==> src/rtl/ps2_mouse_init_seq.sv <==
// PS/2 mouse bring-up sequencer: reset, BAT/ID check, enable, then STREAM; responses checked, timeouts retried.
// Define PS2_SAMPLE_RATE_EN to also program the sample rate (0xF3, SAMPLE_RATE) before enabling.
module ps2_mouse_init_seq #(
   parameter int RSP_TIMEOUT = 2_500_000,
   parameter int BAT_TIMEOUT = 50_000_000,
   parameter int MAX_RETRY   = 3
`ifdef PS2_SAMPLE_RATE_EN
   ,
   parameter logic [7:0] SAMPLE_RATE = 8'h64
`endif
) (
   input  logic       CLK,
   input  logic       RST,
   input  logic       reinit,
   output logic [7:0] tx_data,
   output logic       tx_start,
   input  logic       tx_done,
   input  logic       tx_err,
   input  logic [7:0] rx_data,
   input  logic       rx_valid,
   input  logic       rx_err,
   output logic       STREAM,
   output logic       FAIL,
   output logic [2:0] retry_cnt
);

   typedef enum logic [3:0] {
      ST_START,
      ST_SEND_RST,
      ST_WAIT_ACK_RST,
      ST_WAIT_BAT,
      ST_WAIT_ID,
`ifdef PS2_SAMPLE_RATE_EN
      ST_SEND_RATE_CMD,
      ST_WAIT_ACK_RC,
      ST_SEND_RATE_VAL,
      ST_WAIT_ACK_RV,
`endif
      ST_SEND_EN,
      ST_WAIT_ACK_EN,
      ST_STREAMING,
      ST_FAILED
   } state_t;

   state_t      r_state;
   logic [7:0]  r_tx_data;
   logic        r_tx_start;
   logic        r_stream;
   logic        r_fail;
   logic [2:0]  r_retry;
   logic [1:0]  r_resend;
   logic [25:0] r_tmo;

   logic        w_is_send;
   logic        w_is_ack;
   logic        w_is_wait;
   logic        w_match;
   logic        w_resend;
   logic        w_tmo;
   logic        w_err;
   logic [7:0]  w_exp;
   logic [25:0] w_lim;

   always_comb begin
      w_is_send = 1'b0;
      w_is_ack  = 1'b0;
      w_exp     = 8'hFA;
      w_lim     = 26'(RSP_TIMEOUT - 1);
      case (r_state)
         ST_SEND_RST, ST_SEND_EN:         w_is_send = 1'b1;
         ST_WAIT_ACK_RST, ST_WAIT_ACK_EN: w_is_ack  = 1'b1;
`ifdef PS2_SAMPLE_RATE_EN
         ST_SEND_RATE_CMD, ST_SEND_RATE_VAL: w_is_send = 1'b1;
         ST_WAIT_ACK_RC, ST_WAIT_ACK_RV:     w_is_ack  = 1'b1;
`endif
         ST_WAIT_BAT: begin
            w_exp = 8'hAA;
            w_lim = 26'(BAT_TIMEOUT - 1);
         end
         ST_WAIT_ID: w_exp = 8'h00;
         default: ;
      endcase
      w_is_wait = w_is_ack | (r_state == ST_WAIT_BAT) | (r_state == ST_WAIT_ID);
      w_match   = (rx_data == w_exp);
      // A third 0xFE for the same command is treated as a plain mismatch.
      w_resend  = w_is_ack & (rx_data == 8'hFE) & (r_resend != 2'd2);
      w_tmo     = (r_tmo == w_lim);
      w_err     = (w_is_send & tx_err) |
                  (w_is_wait & (rx_err | (rx_valid & ~w_match & ~w_resend) | (~rx_valid & w_tmo)));
   end

   always_ff @(posedge CLK or posedge RST) begin
      if (RST) begin
         r_state    <= ST_START;
         r_tx_data  <= 8'h00;
         r_tx_start <= 1'b0;
         r_stream   <= 1'b0;
         r_fail     <= 1'b0;
         r_retry    <= 3'd0;
         r_resend   <= 2'd0;
         r_tmo      <= 26'd0;
      end else begin
         r_tx_start <= 1'b0;
         r_tmo      <= r_tmo + 26'd1;
         if (reinit) begin
            r_state  <= ST_START;
            r_stream <= 1'b0;
            r_fail   <= 1'b0;
            r_retry  <= 3'd0;
            r_resend <= 2'd0;
            r_tmo    <= 26'd0;
         end else if (w_err) begin
            r_resend <= 2'd0;
            r_tmo    <= 26'd0;
            if (r_retry == 3'(MAX_RETRY)) begin
               r_state <= ST_FAILED;
               r_fail  <= 1'b1;
            end else begin
               r_retry <= r_retry + 3'd1;
               r_state <= ST_START;
            end
         end else begin
            // Every path into a SEND state also loads the byte and pulses tx_start.
            case (r_state)
               ST_START: begin
                  r_state    <= ST_SEND_RST;
                  r_tx_start <= 1'b1;
                  r_tx_data  <= 8'hFF;
                  r_tmo      <= 26'd0;
               end
               ST_SEND_RST: if (tx_done) begin
                  r_state <= ST_WAIT_ACK_RST;
                  r_tmo   <= 26'd0;
               end
               ST_WAIT_ACK_RST: if (rx_valid) begin
                  r_tmo <= 26'd0;
                  if (w_resend) begin
                     r_resend   <= r_resend + 2'd1;
                     r_state    <= ST_SEND_RST;
                     r_tx_start <= 1'b1;
                     r_tx_data  <= 8'hFF;
                  end else begin
                     r_resend <= 2'd0;
                     r_state  <= ST_WAIT_BAT;
                  end
               end
               ST_WAIT_BAT: if (rx_valid) begin
                  r_state <= ST_WAIT_ID;
                  r_tmo   <= 26'd0;
               end
               ST_WAIT_ID: if (rx_valid) begin
                  r_tmo      <= 26'd0;
                  r_tx_start <= 1'b1;
`ifdef PS2_SAMPLE_RATE_EN
                  r_state    <= ST_SEND_RATE_CMD;
                  r_tx_data  <= 8'hF3;
`else
                  r_state    <= ST_SEND_EN;
                  r_tx_data  <= 8'hF4;
`endif
               end
`ifdef PS2_SAMPLE_RATE_EN
               ST_SEND_RATE_CMD: if (tx_done) begin
                  r_state <= ST_WAIT_ACK_RC;
                  r_tmo   <= 26'd0;
               end
               ST_WAIT_ACK_RC: if (rx_valid) begin
                  r_tmo      <= 26'd0;
                  r_tx_start <= 1'b1;
                  if (w_resend) begin
                     r_resend  <= r_resend + 2'd1;
                     r_state   <= ST_SEND_RATE_CMD;
                     r_tx_data <= 8'hF3;
                  end else begin
                     r_resend  <= 2'd0;
                     r_state   <= ST_SEND_RATE_VAL;
                     r_tx_data <= SAMPLE_RATE;
                  end
               end
               ST_SEND_RATE_VAL: if (tx_done) begin
                  r_state <= ST_WAIT_ACK_RV;
                  r_tmo   <= 26'd0;
               end
               ST_WAIT_ACK_RV: if (rx_valid) begin
                  r_tmo      <= 26'd0;
                  r_tx_start <= 1'b1;
                  if (w_resend) begin
                     r_resend  <= r_resend + 2'd1;
                     r_state   <= ST_SEND_RATE_VAL;
                     r_tx_data <= SAMPLE_RATE;
                  end else begin
                     r_resend  <= 2'd0;
                     r_state   <= ST_SEND_EN;
                     r_tx_data <= 8'hF4;
                  end
               end
`endif
               ST_SEND_EN: if (tx_done) begin
                  r_state <= ST_WAIT_ACK_EN;
                  r_tmo   <= 26'd0;
               end
               ST_WAIT_ACK_EN: if (rx_valid) begin
                  r_tmo <= 26'd0;
                  if (w_resend) begin
                     r_resend   <= r_resend + 2'd1;
                     r_state    <= ST_SEND_EN;
                     r_tx_start <= 1'b1;
                     r_tx_data  <= 8'hF4;
                  end else begin
                     r_resend <= 2'd0;
                     r_state  <= ST_STREAMING;
                     r_stream <= 1'b1;
                  end
               end
               default: ;
            endcase
         end
      end
   end

   assign tx_data   = r_tx_data;
   assign tx_start  = r_tx_start;
   assign STREAM    = r_stream;
   assign FAIL      = r_fail;
   assign retry_cnt = r_retry;

endmodule

==> config.mk <==
export PLATFORM = sky130hd
export DESIGN_NAME = ps2_mouse_init_seq
export DESIGN_NICKNAME = d
export VERILOG_FILES = /design/src/rtl/ps2_mouse_init_seq.sv
export SDC_FILE = /design/constraint.sdc
export NUM_CORES = 1
export LEC_CHECK = 0
export CAP_MARGIN = 20
export CORE_MARGIN = 2
export CORE_UTILIZATION = 50
export CTS_CLUSTER_SIZE = 25
export DETAILED_ROUTE_END_ITERATION = 16
export HOLD_SLACK_MARGIN = 0.15
export PLACE_DENSITY = 0.76
export SLEW_MARGIN = 5
export SYNTH_ARGS = -nofsm -noshare
export SYNTH_HDL_FRONTEND = slang
export SYNTH_SLANG_ARGS = --single-unit
==> constraint.sdc <==
create_clock -name CLK -period 2.2 [get_ports CLK]
set_input_delay 0.44 -clock CLK [delete_from_list [all_inputs] [get_ports CLK]]
set_output_delay 0.44 -clock CLK [all_outputs]
set_load 0.005 [all_outputs]
==> results list <==
- On the final layout, the worst clock skew is 0.00856 ns.
- Yosys instantiated no cell more often than sky130_fd_sc_hd__nor2_1.
- Of the total power, the clock network draws 0.302.
- The detailed router finished its first iteration with 179 violations.
- Antenna violation net count after detailed routing: 0
- The die is 71.4 µm tall.
- Of the total synthesized cell area, the portion taken by full adders, half adders and majority gates is 0.0221.
- Global-route usage over all layers: 0.221
- Final max-slew violation count: 0
- Final Hold Viols: 0
- Data arrival at the endpoint of the critical path: 2.45 ns
* Final instance area: 3060 µm²
- Actual transition at the worst max-transition pin: 0.501 ns
* Internal cell power: 1630 µW
- Nets in the synthesized netlist: 266
- The final layout contains 323 nets.
- Proportion of synthesized flip-flops having asynchronous set or reset: 1.00
* Total Die Area: 5090 µm²
- Of the post-synthesis cell area, the dominant cell type holds 0.441.
- The worst setup path is captured at a flip-flop.
- Syn. warnings: 0
* Max_cap viols: 0
* Syn Area/Cell: 9.18 µm²
- EDFF count, synth: 0
- Global-route congestion overflow total: 0
- Top post-synthesis cells by area: sky130_fd_sc_hd__dfrtp_1 44%, sky130_fd_sc_hd__nor2_1 8.1%, sky130_fd_sc_hd__xnor2_1 5.0%, sky130_fd_sc_hd__xor2_1 4.2%, sky130_fd_sc_hd__nand2_1 3.5%
- Critical path launch point type: flip-flop
* Dpl cell area: 2770 µm²
- Counting along the longest clock path gives a buffer depth of 2.
* Initial cell density of the core: 0.521
* Standard-cell rows: 24
- By startpoint and endpoint, the worst setup path is classified as flip-flop to flip-flop.
- Number of levels the H-tree was split into: 2
- Clk sinks: 40
- Across all hold checks on the routed design, the worst slack comes to 0.468 ns.
* Standby leakage power: 0.00126 µW
* Worst Slack Setup Final: -0.0655 ns
- Total Routed Length: 5750 µm
* Sequential share of the synthesized area: 0.441
- Synth top cells by count: 49 x sky130_fd_sc_hd__nor2_1, 40 x sky130_fd_sc_hd__dfrtp_1, 21 x sky130_fd_sc_hd__nand2_1
- Cell Pwr Density: 766 nW/µm²
- In this run the worst hold path is classified as flip-flop to flip-flop.
- Worst R2R End: retry_cnt[2]$_DFFE_PP0P_
- For this design the total switching power over the nets is 721 µW.
* First-pass detailed-route iteration total: 5
- After detailed routing, the number of remaining DRC violations is 0.
- Top-level I/O count: 29
* Max Fclk: 441 MHz
- After layout, the minimum clock period comes to 2.27 ns.
- Synthesis instantiated 55 different standard cells from the library.
- Number of vias after detailed routing: 2,027
* Mux share of post-synthesis cell area: 0.0232
- After detailed routing, the average wire length per cell comes to 16.1 µm.
* Most frequently used flop master after synthesis: sky130_fd_sc_hd__dfrtp_1
* Clock transition at the registers of the reported paths: 0.08 ns
* Via count of the first global-routing pass: 1,831
- The number of hold buffers added after CTS was 0.
- STA puts the critical path data required time at 2.38 ns.
- At the end of routability-driven placement, the weighted congestion stood at 0.872.
- Worst vdd ir: 468 µV
- Fraction of power spent switching nets: 0.307
* Synthesized flop and latch total: 40
- Of the total synthesized cell area, the portion taken by XOR and XNOR cells is 0.0927.
* Number of buffers added by the clock tree synthesis step: 5
- Total inserted antenna cells: 0
* Pin count of the biggest net entering global routing: 41
- The flow ran to the end, but the final reports show violations.
* Min-Delay Path Depth: 1
* Compound-cell area share of the yosys netlist: 0.0860
- Max transition margin: 0.666
- Of the total power, registers draw 0.351.
- Area growth, synth to finish: 35.0%
* Share of post-route cells with drive strength above 1: 0.214
* Setup slack on the worst flop-to-flop path: -0.07 ns
* Setup repair after global routing missed its margin: true
- End of the worst hold path: r_tmo[0]$_DFF_PP0_
- Startpoint of the worst hold path: r_tmo[0]$_DFF_PP0_
* Main combinational cell family by area after synthesis: simple AND/OR/NAND/NOR gates
* Final worst-path cycle share: 1.03
* TritonCTS clock tree: done
- The first global-routing pass estimated 8780 µm of wire.
- Counting cells, the worst reg-to-reg path comes to 8.
- The tree is rooted in a sky130_fd_sc_hd__clkbuf_8.
* Total standard cell area after synthesis: 2270 µm²
* Total negative slack for setup checks: -0.186 ns
- Detailed placement ended at an HPWL of 3690 µm.
* Launch instance of the worst register-to-register path: r_state[0]$_DFFE_PP0P_
- The share of total power dissipated in combinational logic is 0.347.
- The core region is 4350 µm².
- Clock insertion delay at the later pin of the skew report: 0.29 ns
- Port buffering added 28 buffers.
- Count of endpoints failing setup in the final report: 4
- Violations in the final reports: setup timing
- Worst setup slack after placement: -0.351 ns
- The initial antenna violation count is 0.
- Of all cell types, the one taking the most synthesized area is sky130_fd_sc_hd__dfrtp_1.
* Width of the die: 71.4 µm
* Crit path max fanout: 5
- DR vias/cell: 5.69
* Synthesized instance count: 247
- Of the total synthesized cell area, the portion taken by AND, OR, NAND and NOR gates is 0.284.
==> cells by family (layout without fill, tap and decap cells) <==
logic type | count (synthesis) | count (layout)
buffers and inverters | 23 | 80
AND/OR/NAND/NOR | 126 | 126
multiplexers | 5 | 5
XOR/XNOR | 24 | 24
flip-flops | 40 | 40
AO/OA/AOI/OAI | 25 | 25
adder cells (fa/ha/maj) | 4 | 4
==> placed cells by master, fill, tap and decap left out, drive strengths merged, types with 4 or more instances in the layout <==
cell / synthesis / layout
and2: 4 / 4
buf: 10 / 33
clkbuf: 1 / 5
clkdlybuf4s50: 0 / 25
dfrtp: 40 / 40
ha: 4 / 4
inv: 12 / 12
nand2: 21 / 21
nand2b: 4 / 4
nand3: 8 / 8
nand4: 8 / 8
nor2: 49 / 49
nor3: 5 / 5
nor4: 6 / 6
xnor2: 13 / 13
xor2: 11 / 11
==> critical path: stages, from the launching register on <==
cell                        delay [ns]
sky130_fd_sc_hd__dfrtp_1          0.46
sky130_fd_sc_hd__buf_4            0.15
sky130_fd_sc_hd__nor2_1           0.04
sky130_fd_sc_hd__a211o_1          0.31
sky130_fd_sc_hd__a2111oi_4        0.37
sky130_fd_sc_hd__a211oi_2         0.07
sky130_fd_sc_hd__buf_4            0.18
sky130_fd_sc_hd__nor3_4           0.25
sky130_fd_sc_hd__mux2_4           0.33
==> power groups by stage <==
stage | Sequential [µW] | Clock, µW | Combinational (µW)
3_5_place_dp | 830 | 0 | 678
2_1_floorplan | 828 | 0 | 383
5_1_grt | 826 | 738 | 872
4_1_cts | 817 | 711 | 728
6_report | 824 | 709 | 813
3_3_place_gp | 827 | 0 | 665
==> worst max-delay path by stage <==
stage	from	endpoint	slack [ns]
final	r_state[0]$_DFFE_PP0P_	retry_cnt[2]$_DFFE_PP0P_	-0.07
after global routing	r_state[2]$_DFFE_PP0P_	retry_cnt[0]$_DFFE_PP0P_	-0.12
after CTS	r_state[2]$_DFFE_PP0P_	retry_cnt[2]$_DFFE_PP0P_	-0.02
after detailed placement	rx_data[1]	retry_cnt[2]$_DFFE_PP0P_	-0.35
after global placement	rx_data[1]	retry_cnt[0]$_DFFE_PP0P_	-0.30
after floorplan	r_state[2]$_DFFE_PP0P_	retry_cnt[0]$_DFFE_PP0P_	0.10
==> per-layer routing <==
metal | routed length [µm] | part of all wire | track usage | vias to the layer above
met3 | 273 | 0.047 | 0.0394 | 15
met5 | 0 | 0 | 0 | -
li1 | - | - | - | 966
met1 | 2560 | 0.45 | 0.313 | 978
met2 | 2760 | 0.48 | 0.349 | 68
met4 | 152 | 0.026 | 0.0692 | 0
==> registers in the layout (all words and copies together), names as in the netlist <==
register,cells
tx_start,1
FAIL,1
r_tmo,26
tx_data,2
STREAM,1
retry_cnt,3
r_state,4
r_resend,2
==> final cells by class <==
cell class | count | area, µm²
clock buffer | 5 | 68.8
clock inverter | 2 | 60.1
fill | 323 | 1290
inverter | 12 | 45.0
multi-input combinational | 184 | 1270
sequential | 40 | 1000
tap | 52 | 65.1
timing repair buffer | 61 | 556
==> timing repair <==
action | CTS | global route
pin swaps | 2 | 7
setup endpoints to repair | 3 | 35
setup buffers | 1 | 4
resized for setup | 7 | 20
==> metrics by stage <==
stage / utilization / std cells / total power, µW
6_report: 0.703 / 356 / 2350
5_1_grt: 0.703 / 356 / 2440
4_1_cts: 0.677 / 352 / 2260
3_5_place_dp: 0.635 / 344 / 1510
3_3_place_gp: 0.635 / 344 / 1490
2_1_floorplan: - / 247 / 1210
No activity file was read; power rests on OpenSTA's default activity.
